<file path="src/rtl/rrns_enc_scheduler.sv">
// Round-robin scheduler sharing one RRNS encoder among NUM_REQ requesters.
// Optional WAIT timeout enabled by defining RRNS_SCHED_TIMEOUT_EN.
module rrns_enc_scheduler #(
    parameter int NUM_REQ     = 4,
    parameter int ID_W        = (NUM_REQ > 1) ? $clog2(NUM_REQ) : 1,
    parameter int TIMEOUT_CYC = 64
) (
    input  logic                   clk,
    input  logic                   rst,
    input  logic [NUM_REQ-1:0]     req_valid,
    input  logic [16*NUM_REQ-1:0]  req_data,
    output logic [NUM_REQ-1:0]     req_ready,
    output logic                   enc_start,
    output logic [15:0]            enc_data,
    input  logic                   enc_done,
    input  logic [60:0]            enc_rem,
    output logic                   out_valid,
    input  logic                   out_ready,
    output logic [60:0]            out_code,
    output logic [ID_W-1:0]        out_id,
    output logic                   out_err,
    output logic                   busy
);

    typedef enum logic [1:0] {
        IDLE,
        ISSUE,
        WAIT,
        HOLD
    } state_t;

    state_t state, state_n;

    logic [ID_W-1:0] rr_ptr;
    logic [ID_W-1:0] grant;
    logic [ID_W-1:0] pick;
    logic [ID_W:0]   sum;
    logic [15:0]     pick_data;
    logic            found;
    logic            accept;
    logic            done_q;
    logic            done_rise;
    logic            tmo;
    logic            finish;

    // Scan rr_ptr, rr_ptr+1, ... wrapping at NUM_REQ; first valid wins.
    always_comb begin
        found = 1'b0;
        pick  = '0;
        sum   = '0;
        for (int k = 0; k < NUM_REQ; k++) begin
            sum = {1'b0, rr_ptr} + (ID_W+1)'(k);
            if (sum >= (ID_W+1)'(NUM_REQ))
                sum = sum - (ID_W+1)'(NUM_REQ);
            if (!found && req_valid[sum[ID_W-1:0]]) begin
                found = 1'b1;
                pick  = sum[ID_W-1:0];
            end
        end
    end

    always_comb begin
        pick_data = '0;
        for (int i = 0; i < NUM_REQ; i++) begin
            if (pick == ID_W'(i))
                pick_data = req_data[16*i +: 16];
        end
    end

    assign accept    = (state == IDLE) && found && !rst;
    assign req_ready = accept ? (NUM_REQ'(1) << pick) : '0;
    assign enc_start = (state == ISSUE);
    assign out_valid = (state == HOLD);
    assign busy      = (state != IDLE);
    assign finish    = (state == HOLD) && out_ready;

    // Edge detect so a done level left over from the last op is not reused.
    assign done_rise = enc_done & ~done_q;

    always_comb begin
        state_n = state;
        unique case (state)
            IDLE:    if (found) state_n = ISSUE;
            ISSUE:   state_n = WAIT;
            WAIT:    if (done_rise || tmo) state_n = HOLD;
            HOLD:    if (out_ready) state_n = IDLE;
            default: state_n = IDLE;
        endcase
    end

    always_ff @(posedge clk or posedge rst) begin
        if (rst) state <= IDLE;
        else     state <= state_n;
    end

    always_ff @(posedge clk or posedge rst) begin
        if (rst) begin
            rr_ptr   <= '0;
            grant    <= '0;
            enc_data <= '0;
            done_q   <= 1'b0;
            out_code <= '0;
            out_id   <= '0;
        end else begin
            done_q <= enc_done;
            if (accept) begin
                enc_data <= pick_data;
                grant    <= pick;
            end
            if ((state == WAIT) && (done_rise || tmo)) begin
                out_code <= done_rise ? enc_rem : '0;
                out_id   <= grant;
            end
            if (finish) begin
                if (grant == ID_W'(NUM_REQ-1)) rr_ptr <= '0;
                else                           rr_ptr <= grant + 1'b1;
            end
        end
    end

`ifdef RRNS_SCHED_TIMEOUT_EN
    logic [15:0] tmo_cnt;
    logic        err_q;

    // tmo_cnt counts completed WAIT cycles; limit hit in WAIT cycle TIMEOUT_CYC.
    assign tmo     = (state == WAIT) &&
                     (tmo_cnt == 16'(TIMEOUT_CYC - 1));
    assign out_err = err_q;

    always_ff @(posedge clk or posedge rst) begin
        if (rst) begin
            tmo_cnt <= '0;
            err_q   <= 1'b0;
        end else begin
            if (state == ISSUE)
                tmo_cnt <= '0;
            else if (state == WAIT)
                tmo_cnt <= tmo_cnt + 1'b1;
            if ((state == WAIT) && (done_rise || tmo))
                err_q <= !done_rise;
        end
    end
`else
    assign tmo     = 1'b0;
    assign out_err = 1'b0;
`endif

endmodule

</file>
<file path="config.mk">
export PLATFORM = sky130hd
export DESIGN_NAME = rrns_enc_scheduler
export DESIGN_NICKNAME = d
export VERILOG_FILES = /design/src/rtl/rrns_enc_scheduler.sv
export SDC_FILE = /design/constraint.sdc
export NUM_CORES = 1
export LEC_CHECK = 0
export ABC_AREA = 0
export BUFFER_PORTS_ARGS = -buffer_cell sky130_fd_sc_hd__clkbuf_2
export CAP_MARGIN = 20
export CORE_ASPECT_RATIO = 0.6
export CORE_MARGIN = 4
export CORE_UTILIZATION = 36
export CTS_CLUSTER_DIAMETER = 80
export DETAILED_ROUTE_END_ITERATION = 12
export GPL_TIMING_DRIVEN = 0
export PLACE_DENSITY = 0.79
export SYNTH_ARGS = -nofsm -noshare
export SYNTH_HDL_FRONTEND = slang
export SYNTH_SLANG_ARGS = --single-unit
</file>
<file path="constraint.sdc">
create_clock -name clk -period 2.85 [get_ports clk]
set_input_delay 0.57 -clock clk [delete_from_list [all_inputs] [get_ports clk]]
set_output_delay 0.57 -clock clk [all_outputs]
set_load 0.1 [all_outputs]
</file>
After elaboration in Yosys (flattened, before gate mapping)
Cells that the tools add are included.
Storage, ports and cells
  bits in registers: 86
  input bits: 133
  output and inout port bits: 87
  word-level logic and storage cells: 82
Operators by class
  $add $sub $neg: 8
  $lt $le $gt $ge: 8
  equal/unequal tests: 10
  shift-type cells: 1
  mux-type cells: 31
  bitwise logic cells: 2
  reductions and logical operators: 15
Operators with widths (count)
  16-bit 2-to-1 mux: 4
  61-bit 2-to-1 mux: 1
  2-bit 2-to-1 mux: 12
  2-bit by 3-bit < comparator with 1-bit output, second input constant: 4
  2-bit equality test, second input constant: 5
  3-bit >= comparator, second input constant: 3
  1-bit binary-select mux with 2-bit select: 4
  1-bit 2-to-1 mux: 8
  2-bit case mux with 4 select lines: 1
  2-bit by 1-bit subtractor with 2-bit output, second input constant: 4
  1-bit logical AND: 7
  2-bit by 2-bit adder with 3-bit output, second input constant: 2
  2-bit by 1-bit equality test with 1-bit output, second input constant: 2
  1-bit logical NOT: 4
  2-bit logical NOT: 2
  4-bit 2-to-1 mux: 1
  2-bit != test, second input constant: 2
  1-bit by 2-bit left shift with 4-bit output, first input constant: 1
  2-bit by 1-bit adder with 3-bit output, second input constant: 1
  2-bit by 3-bit >= comparator with 1-bit output, second input constant: 1
  3-bit AND reduction: 1
  2-bit by 1-bit adder with 2-bit output, second input constant: 1
  2-bit by 1-bit != test with 1-bit output, second input constant: 1
  2-bit nonzero test: 1
  other kinds (2): 2

Logic depth before layout (Yosys ltp)
Gate-level depths: netlist (run 1).
  depth after elaboration: 19
  depth in mapped cells: 8
  depth with buffers taken out: 6

Worst setup path after synthesis (run 1)
OpenSTA, ideal clock, no wires.
  kind: register to output
  start: register state[0]
  end: output req_ready[0]
  data arrival time: 3.881 ns
  required time: 2.280 ns
  slack: -1.601 ns
  stages on the path, launching flop included: 8
  path buffers: 2
  path through: dfrtp_1 inv_1 ha_1 inv_1 or3_1 clkbuf_1 buf_2 nor3_1
Between the ends
  longest elaborated chain between the ends: 4
RTL lines
  from (decl): RTL line 32  | state_t state, state_n;
  from (signal assigned): RTL line 93  | else state <= state_n;
  2-bit logical NOT: RTL line 70  | assign accept = (state == IDLE) && found && !rst;
  1-bit logical AND (2 in a row): RTL line 70
  4-bit 2-to-1 mux: RTL line 71  | assign req_ready = accept ? (NUM_REQ'(1) << pick) : '0;
  to (decl): RTL line 12  | output logic [NUM_REQ-1:0] req_ready,
Every way passes these cells.

Worst setup path after layout (run 1)
  start: register state[1]
  end: output req_ready[1]
The elaborated chain is that of the path after synthesis.

==> summary.txt, run 1 <==
Outcome
  – Outcome: complete, no violations

Setup path
  – Crit Path Class: reg -> out
  – Reg2reg start: state[1]
  – Startpoint types: flip-flop
  – R2r worst-path depth: 7
  – Arrival @ worst endpoint: 2190 ps
  – Worst Path Required: 2280 ps
  – FF-to-FF setup slack: 630 ps
  – Worst R2R End: enc_data[3]
  – Crit. End Element: output pin
  – Worst Path Max Fanout: 10

Detailed routing
  – Wire length per cell: 16.59 um
  – Via count: 3383
  – ANT nets after route: 0
  – Final WL: 11530 um
  – Iteration-0 DRC Markers: 131
  – Remaining DRCs: 0
  – Total iterations of the first detailed-routing run: 4
  – Drt via density: 4.868

Synthesis
  – Post-Syn Area: 3938 um^2
  – Ys Warns: 0
  – Most used DFF post-synth: dfrtp_1
  – Avg Inst Size Synth: 12.30 um^2
  – Yosys cell types: 43
  – Top cells by area, synth: dfrtp_1, mux2_2, ha_1, nand3_1, mux2i_1
  – Top-area cell type share of the netlist area: 54.66%
  – Synth async-reset ratio: 100.0%
  – Seq cells post-synth: 86
  – Post-synth EDFFs: 0
  – Mapped Cells: 320
  – Seq/Total Area, Yosys: 54.66%
  – Largest area contributor in the synthesized netlist: dfrtp_1
  – Post-synth net total: 459

Timing
  – Max Slew Vio Count: 0
  – Actual slew at the worst max-slew pin: 905.4 ps
  – Max Freq: 0.3624 GHz
  – Tcrit/Tclk final: 96.82%
  – Max-slew headroom: 39.42%
  – Fin. Hold Viols: 0
  – Final Skew: 8.938 ps
  – Endpoints failing setup: 0
  – Setup TNS: 0 ps
  – Minimum clock period: 2759 ps

Finish
  – Fin nets: 690
  – Most frequent cells in the layout: clkbuf_2, dfrtp_1, mux2_2
  – Commonest non-fill, non-tap cell in the layout: clkbuf_2
  – Final cell count without fillers: 695
  – Share of layout cells above drive strength 1: 60.43%
  – Post-layout util: 53.41%
  – # diodes: 0
  – Area Growth Syn to Fin: 44.20%

Place
  – # port buffers: 218
  – HPWL after detailed placement: 8979 um
  – Post-Place Cells: 678
  – Final GP Congestion: 0.8765

Global routing
  – GRT Overall Usage: 17.03%
  – Vias in the first global route: 3459
  – First-pass GRT wire length: 17110 um
  – Grt ovf: 0
  – Antenna violations before repair: 0
  – Largest net degree at the start of global routing: 60

CTS
  – Clk sinks: 86
  – Worst skew pair latency: 330 ps
  – TritonCTS clock tree: done
  – Reg clk slew, reported paths: 70 ps
  – Clock root buffer: clkbuf_16
  – CTS H-Tree Depth: 3
  – Clk buf depth: 2
  – CTS Buf Count: 9

Die
  – Core Region: 10630 um^2
  – Die span in y: 89.01 um
  – Die footprint: 12730 um^2
  – # rows: 29
  – I/O pin cnt: 220
  – Initial core utilization: 37.04%
  – Die W: 143.0 um

Worst hold path
  – Hold Path Class: in -> async

Job
  – Max Cap Viol: 0
## synthesized netlist by cell type, types with 2 or more instances
| cell type | n |
|---|---|
| nand2_1 | 18 |
| a221oi_1 | 6 |
| a31oi_1 | 6 |
| o31ai_1 | 3 |
| mux2_2 | 65 |
| buf_1 | 3 |
| nand3_1 | 15 |
| nand2b_1 | 2 |
| o221ai_1 | 7 |
| a22oi_1 | 4 |
| and3_1 | 3 |
| nor2_1 | 13 |
| buf_4 | 2 |
| nor3_2 | 3 |
| nor3_1 | 5 |
| mux2i_1 | 7 |
| or3_1 | 2 |
| buf_2 | 8 |
| dfrtp_1 | 86 |
| inv_1 | 6 |
| ha_1 | 6 |
| nor2b_1 | 4 |
| clkbuf_1 | 4 |
| a21oi_1 | 10 |
| clkbuf_2 | 2 |
| o21ai_0 | 11 |
| a22oi_2 | 3 |
## per-stage QoR
stage / cell area, um^2 / worst slack (ps) / hold slack (ps)
global route: 5678 / -36.76 / 276.8
floorplan: 4003 / -325.8 / 471.5
finish: 5678 / 90.56 / 245.7
CTS: 5648 / 8.535 / 249.7
global placement: 5268 / -979.0 / 476.7
detailed placement: 5298 / -43.29 / 472.6
## logic make-up (layout without fill, tap and decap cells)
logic type	after synthesis	count (layout)	share of synthesized area [%]
flops	86	86	54.66
mux	72	72	20.37
simple gates	71	71	9.215
compound gates	58	58	10.58
buf+inv	26	262	3.177
fa+ha+maj	6	6	1.907
other cells	1	1	0.09524
## flip-flops by register name (all words and copies together) (netlist names)
name and count:
state 2, out_id 2, grant 2, out_code 61
enc_data 16, done_q 1, rr_ptr 2
## worst max-delay path by stage
| stage | depth (start not counted) | slack (ps) | endpoint | from |
|---|---|---|---|---|
| final | 7 | 90 | req_ready[1] | state[1] |
| after global routing | 7 | -40 | req_ready[1] | state[1] |
| after CTS | 8 | 9 | req_ready[1] | rr_ptr[1] |
| after detailed placement | 8 | -40 | req_ready[1] | req_valid[0] |
| after global placement | 2 | -980 | out_code[13] | rst |
| after floorplan | 7 | -330 | req_ready[0] | state[1] |
## layer usage
metal  vias up  wire [um]  GRT usage, %
met5         -          0             0
met4         0        123         4.142
met3        11       1158         4.757
met2       164       5345         26.96
met1      1580       4906         23.47
li1       1628          -             -
## final cells by class
class | count | area, um^2
Inverter | 6 | 28.78
Timing Repair Buffer | 222 | 1177
Sequential cell | 86 | 2152
Clock buffer | 10 | 229.0
Multi-Input combinational cell | 208 | 1714
Buffer | 18 | 110.1
Fill cell | 955 | 4954
Clock inverter | 6 | 92.59
Tap cell | 139 | 173.9
## timing repair
item	CTS	global route
setup endpoints to repair	4	4
resized for setup	7	7
pin swaps	0	1
setup buffers	0	3
hold buffers	0	0
## worst max-delay path, stage by stage (launching register included)
cell	delay, ps
dfrtp_1	420
inv_2	110
ha_4	150
clkinvlp_4	100
or3_1	450
buf_8	200
nor3_4	230
buf_12	210
Power of run 1 is left out: the tool's default activity adds up to more than one toggle a clock period on the data nets, which glitch-free logic cannot reach.
==> run 2: changes to the inputs <==
--- a/config.mk
+++ b/config.mk
@@ -8,13 +8,15 @@
 export ABC_AREA = 0
 export BUFFER_PORTS_ARGS = -buffer_cell sky130_fd_sc_hd__clkbuf_2
 export CAP_MARGIN = 20
+export CELL_PAD_IN_SITES_DETAIL_PLACEMENT = 1
+export CELL_PAD_IN_SITES_GLOBAL_PLACEMENT = 1
 export CORE_ASPECT_RATIO = 0.6
 export CORE_MARGIN = 4
-export CORE_UTILIZATION = 36
+export CORE_UTILIZATION = 30
 export CTS_CLUSTER_DIAMETER = 80
 export DETAILED_ROUTE_END_ITERATION = 12
 export GPL_TIMING_DRIVEN = 0
-export PLACE_DENSITY = 0.79
+export PLACE_DENSITY = 0.86
 export SYNTH_ARGS = -nofsm -noshare
 export SYNTH_HDL_FRONTEND = slang
 export SYNTH_SLANG_ARGS = --single-unit
==> constraint.sdc (replaced) <==
create_clock -name clk -period 2.85 [get_ports clk]
set_input_delay 0.57 -clock clk [delete_from_list [all_inputs] [get_ports clk]]
set_output_delay 0.57 -clock clk [all_outputs]
set_load 0.005 [all_outputs]
==> summary.txt, run 2 (same netlist as run 1, synthesis figures left out) <==
Die
  – Core Region: 12850 um^2 (+21%)
  – I/O pin cnt: 220 (unchanged)
  – Die footprint: 15080 um^2 (+18%)
  – # rows: 32 (+10%)
  – Die span in y: 96.74 um (+8.7%)
  – Die W: 155.9 um (+9.0%)
  – Initial core utilization: 30.64% (-6.4 points)

Finish
  – Most frequent cells in the layout: clkbuf_2, dfrtp_1, mux2_2
  – Final cell count without fillers: 724 (+4.2%)
  – Fin nets: 689 (-0.14%)
  – Design area: 5604 um^2 (-1.3%)
  – Share of layout cells above drive strength 1: 59.57% (-0.86 points)
  – Area Growth Syn to Fin: 42.33%
  – Most flops, register: out_code
  – # diodes: 0 (unchanged)
  – Commonest non-fill, non-tap cell in the layout: clkbuf_2
  – Biggest regs: out_code (61), enc_data (16)
  – Fillers: 1475 (+54%)
  – Number of flip-flops in the largest register: 61 (unchanged)

CTS
  – Clk sinks: 86 (unchanged)
  – CTS H-Tree Depth: 3 (unchanged)
  – Hold Buf Count CTS: 0 (unchanged)
  – Reg clk slew, reported paths: 70 ps (about the same)
  – TritonCTS clock tree: done
  – Clock root buffer: clkbuf_16
  – CTS Buf Count: 9 (unchanged)
  – Worst skew pair latency: 330 ps (about the same)
  – Postcts setup bufs: 0 (unchanged)
  – Clk buf depth: 2 (unchanged)

Timing
  – Fin. Hold Viols: 0 (unchanged)
  – Actual slew at the worst max-slew pin: 788.7 ps (-116.7 ps)
  – Setup TNS: 0 ps (unchanged)
  – Max Freq: 0.3684 GHz (+1.6%)
  – Max-slew headroom: 47.23% (+7.8 points)
  – Fin worst setup slack: 135.2 ps (+44.66 ps)
  – Final Skew: 6.728 ps (-2.210 ps)
  – Tcrit/Tclk final: 95.26% (-1.6 points)
  – Endpoints failing setup: 0 (unchanged)
  – Minimum clock period: 2715 ps (-44.66 ps)
  – Min Hold Slack: 242.3 ps (-3.350 ps)
  – Max Slew Vio Count: 0 (unchanged)
  – RSZ-0062 raised after global routing: false

Global routing
  – Grt ovf: 0 (unchanged)
  – First-pass GRT wire length: 20800 um (+22%)
  – Largest net degree at the start of global routing: 62 (+3.3%)
  – Antenna violations before repair: 0 (unchanged)
  – GRT Overall Usage: 17.18% (+0.15 points)
  – Vias in the first global route: 3824 (+11%)

Outcome
  – Outcome: complete, no violations

Power and ir drop
  – Sequential share of power: 37.9%
  – Clock Power Share: 22.1%
  – Switch share: 34.26%
  – Int Pwr: 0.003759 W
  – Comb pwr share: 39.9%
  – Peak supply drop: 0.0004214 V
  – Static Leak: 2.813 nW
  – Net switching power: 0.001959 W
  – PD cells: 1020 nW/um^2

Place
  – HPWL after detailed placement: 10600 um (+18%)
  – # port buffers: 218 (unchanged)
  – Post-Place Cells: 709 (+4.6%)
  – Final GP Congestion: 0.8520 (-2.8%)
  – DP Worst Slack: 257.3 ps (+300.6 ps)
  – Dpl cell area: 5271 um^2 (-0.50%)

Setup path
  – Arrival @ worst endpoint: 2140 ps (-50 ps)
  – Crit Path Class: reg -> out
  – Worst setup endpoint: req_ready[3]
  – FF-to-FF setup slack: 550 ps (-80 ps)
  – Startpoint types: flip-flop
  – Crit. End Element: output pin
  – Worst R2R End: enc_data[0]
  – Worst Path Max Fanout: 10 (unchanged)
  – R2r worst-path depth: 7 (unchanged)
  – Reg2reg start: state[0]
  – Worst Setup SP: state[0]
  – Worst Path Required: 2280 ps (about the same)

Detailed routing
  – Remaining DRCs: 0 (unchanged)
  – Via count: 3494 (+3.3%)
  – Iteration-0 DRC Markers: 121 (-7.6%)
  – Drt via density: 4.826 (-0.86%)
  – Total iterations of the first detailed-routing run: 4 (unchanged)
  – Wire length per cell: 18.04 um (+8.7%)
  – ANT nets after route: 0 (unchanged)
  – Final WL: 13060 um (+13%)

Worst hold path
  – Hold Path Class: in -> async

Job
  – Max Cap Viol: 0 (unchanged)
run 2: through the flow:
stage / util [%] / total power, W
global route: 43.60 / 0.006130
CTS: 43.51 / 0.005800
global placement: 40.78 / 0.004325
floorplan: - / 0.003363
finish: 43.60 / 0.005718
detailed placement: 41.01 / 0.004499
run 2: per-layer routing:
metal  vias to the layer above  share of wire (%)  track usage [%]
met1                      1702                 45            23.62
met2                       153                 46            26.89
li1                       1624                  -                -
met4                         0                1.0            4.506
met3                        15                8.5            4.560
met5                         -                  0                0
run 2: how the worst min path moves through the flow:
| stage | endpoint | cells after the start |
|---|---|---|
| 6_report | enc_data[8] | 2 |
| 3_3_place_gp | enc_data[3] | 2 |
| 2_1_floorplan | grant[1] | 2 |
| 3_5_place_dp | enc_data[3] | 2 |
| 5_1_grt | enc_data[8] | 2 |
| 4_1_cts | enc_data[8] | 2 |
run 2: cell type report:
| cell class | instances | area (um^2) | area share (%) |
|---|---|---|---|
| Tap cell | 170 | 212.7 | 3.795 |
| Buffer | 20 | 105.1 | 1.875 |
| Timing Repair Buffer | 219 | 1119 | 19.96 |
| Inverter | 6 | 25.02 | 0.4465 |
| Clock buffer | 9 | 225.2 | 4.019 |
| Multi-Input combinational cell | 208 | 1670 | 29.81 |
| Sequential cell | 86 | 2152 | 38.40 |
| Clock inverter | 6 | 95.09 | 1.697 |
run 2: power groups by stage:
stage | sequential, W | combinational [W] | clock [W]
final | 0.00217 | 0.00228 | 0.00127
after global routing | 0.00225 | 0.00251 | 0.00137
after CTS | 0.00218 | 0.00232 | 0.00131
after detailed placement | 0.00219 | 0.00231 | 0
after global placement | 0.00213 | 0.00220 | 0
after floorplan | 0.00217 | 0.00119 | 0
run 2: what timing repair did:
item / CTS / global route
endpoints found under the setup margin: 0 / 3
resized for setup: 0 / 6
hold endpoints to repair: 0 / 0
run 2: worst max-delay path, stage by stage, from the launching register on:
cell	delay, ps
dfrtp_1	430
inv_2	100
ha_1	170
inv_1	80
or3_1	380
clkbuf_1	140
buf_4	190
nor3_1	190
clkbuf_2	140
Power figures use the tool's default switching activity.
==> run 3: changes to the inputs <==
--- a/config.mk
+++ b/config.mk
@@ -17,6 +17,7 @@
 export DETAILED_ROUTE_END_ITERATION = 12
 export GPL_TIMING_DRIVEN = 0
 export PLACE_DENSITY = 0.86
+export RECOVER_POWER = 50
 export SYNTH_ARGS = -nofsm -noshare
 export SYNTH_HDL_FRONTEND = slang
 export SYNTH_SLANG_ARGS = --single-unit
==> summary.txt, run 3 (same netlist as run 1, synthesis figures left out) <==
CTS
  – CTS Buf Count: 9 (unchanged)
  – TritonCTS clock tree: done
  – Hold Buf Count CTS: 0 (unchanged)
  – Reg clk slew, reported paths: 60 ps (about the same)
  – Clk buf depth: 2 (unchanged)
  – Clk sinks: 86 (unchanged)
  – CTS H-Tree Depth: 3 (unchanged)
  – Worst skew pair latency: 330 ps (about the same)
  – Postcts setup bufs: 0 (unchanged)
  – Clock root buffer: clkbuf_16
  – Post-CTS Resized: 0 (unchanged)

Timing
  – Tcrit/Tclk final: 95.40% (+0.14 points)
  – Minimum clock period: 2719 ps (+3.991 ps)
  – Max-slew headroom: 17.60% (-30 points)
  – RSZ-0062 raised after global routing: false
  – Final Skew: 6.689 ps (-0.03941 ps)
  – Max Freq: 0.3678 GHz (-0.15%)
  – Fin. Hold Viols: 0 (unchanged)
  – Actual slew at the worst max-slew pin: 1229 ps (+440.5 ps)
  – Endpoints failing setup: 0 (unchanged)
  – Setup TNS: 0 ps (unchanged)
  – Max Slew Vio Count: 0 (unchanged)

Finish
  – Most flops, register: out_code
  – Area Growth Syn to Fin: 41.60%
  – Biggest regs: out_code (61), enc_data (16)
  – Post-layout util: 43.38% (-0.22 points)
  – Number of flip-flops in the largest register: 61 (unchanged)
  – Most frequent cells in the layout: clkbuf_2, dfrtp_1, mux2_2
  – Share of layout cells above drive strength 1: 55.60% (-4.0 points)
  – Fin nets: 689 (unchanged)
  – # diodes: 0 (unchanged)
  – Commonest non-fill, non-tap cell in the layout: clkbuf_2
  – Design area: 5575 um^2 (-0.51%)
  – Final cell count without fillers: 724 (unchanged)

Power and ir drop
  – Pwr Total: 0.005684 W (-0.61%)
  – PD cells: 1019 nW/um^2 (about the same)
  – Static Leak: 2.742 nW (-2.5%)
  – Peak supply drop: 0.0004137 V (-1.8%)

Die
  – Die span in y: 96.74 um (unchanged)
  – I/O pin cnt: 220 (unchanged)
  – Initial core utilization: 30.64% (unchanged)
  – Core Region: 12850 um^2 (unchanged)
  – # rows: 32 (unchanged)
  – Die footprint: 15080 um^2 (unchanged)
  – Die W: 155.9 um (unchanged)

Setup path
  – Crit. End Element: output pin
  – Worst Path Max Fanout: 10 (unchanged)
  – Worst Path Required: 2280 ps (about the same)
  – Reg2reg start: state[0]
  – FF-to-FF setup slack: 540 ps (about the same)
  – Arrival @ worst endpoint: 2150 ps (about the same)
  – Startpoint types: flip-flop
  – R2r worst-path depth: 7 (unchanged)
  – Worst R2R End: enc_data[0]
  – Crit Path Class: reg -> out

Detailed routing
  – Drt via density: 4.822 (about the same)
  – Via count: 3491 (-0.086%)
  – ANT nets after route: 0 (unchanged)
  – Total iterations of the first detailed-routing run: 4 (unchanged)
  – Remaining DRCs: 0 (unchanged)
  – Iteration-0 DRC Markers: 139 (+15%)
  – Wire length per cell: 18.06 um (about the same)
  – Final WL: 13070 um (about the same)

Global routing
  – Grt ovf: 0 (unchanged)
  – Antenna violations before repair: 0 (unchanged)
  – Largest net degree at the start of global routing: 62 (unchanged)
  – First-pass GRT wire length: 20800 um (unchanged)
  – Vias in the first global route: 3824 (unchanged)
  – GRT Overall Usage: 17.18% (unchanged)

Place
  – Dpl cell area: 5271 um^2 (unchanged)
  – HPWL after detailed placement: 10600 um (unchanged)
  – # port buffers: 218 (unchanged)
  – Post-Place Cells: 709 (unchanged)
  – Final GP Congestion: 0.8520 (unchanged)

Worst hold path
  – Hold_sp: enc_done
  – Hold Path End: done_q
  – Hold Path Class: in -> reg
  – Worst Hold Depth: 1

Job
  – Max Cap Viol: 0 (unchanged)

Outcome
  – Outcome: complete, no violations
[run 3: cell count changes in the layout (fill, tap and decap cells not counted)]
cell and change:
clkinvlp_2 +1, clkbuf_1 +22, clkbuf_2 -22, inv_4 -1
[run 3: worst max-delay path by stage]
stage	from	endpoint	slack [ps]	depth (start not counted)
3_5_place_dp	req_valid[0]	req_ready[1]	260	8
2_1_floorplan	rst	done_q	60	1
3_3_place_gp	rst	out_code[14]	-1050	2
5_1_grt	state[0]	req_ready[1]	5	8
6_report	state[0]	req_ready[3]	130	8
4_1_cts	state[0]	req_ready[1]	60	8
[run 3: critical path: stages, from the launching register on]
cell and delay (ps):
dfrtp_1 430, inv_2 100, ha_1 170, inv_1 80, or3_1 380, clkbuf_1 130
buf_4 190, nor3_1 190, clkbuf_2 140
[run 3: power by group]
| part | internal, W | total (W) | switching [W] |
|---|---|---|---|
| Combinational | 0.00114 | 0.00225 | 0.00112 |
| Clock | 0.000772 | 0.00127 | 0.000493 |
| Sequential | 0.00182 | 0.00217 | 0.000352 |
[run 3: final cells by class]
class	count	area (um^2)
Inverter	6	23.77
Sequential cell	86	2152
Fill cell	1483	7277
Tap cell	170	212.7
Multi-Input combinational cell	208	1670
Timing Repair Buffer	219	1091
Clock inverter	6	95.09
Buffer	20	105.1
Clock buffer	9	225.2
[run 3: per-layer routing]
metal | share of wire, % | wire length [um] | GRT usage, % | vias up
met2 | 46 | 5973 | 26.89 | 147
li1 | - | - | - | 1625
met1 | 46 | 5973 | 23.62 | 1704
met5 | 0 | 0 | 0 | -
met3 | 7.6 | 992 | 4.560 | 15
met4 | 1.0 | 134 | 4.506 | 0
[run 3: per-stage QoR]
stage                     setup slack [ps]  hold WS (ps)
after floorplan                      58.15         471.5
after global placement               -1047         472.4
after detailed placement             257.3         482.9
after CTS                            62.19         241.8
after global routing                 5.071         392.8
final                                131.2         397.7
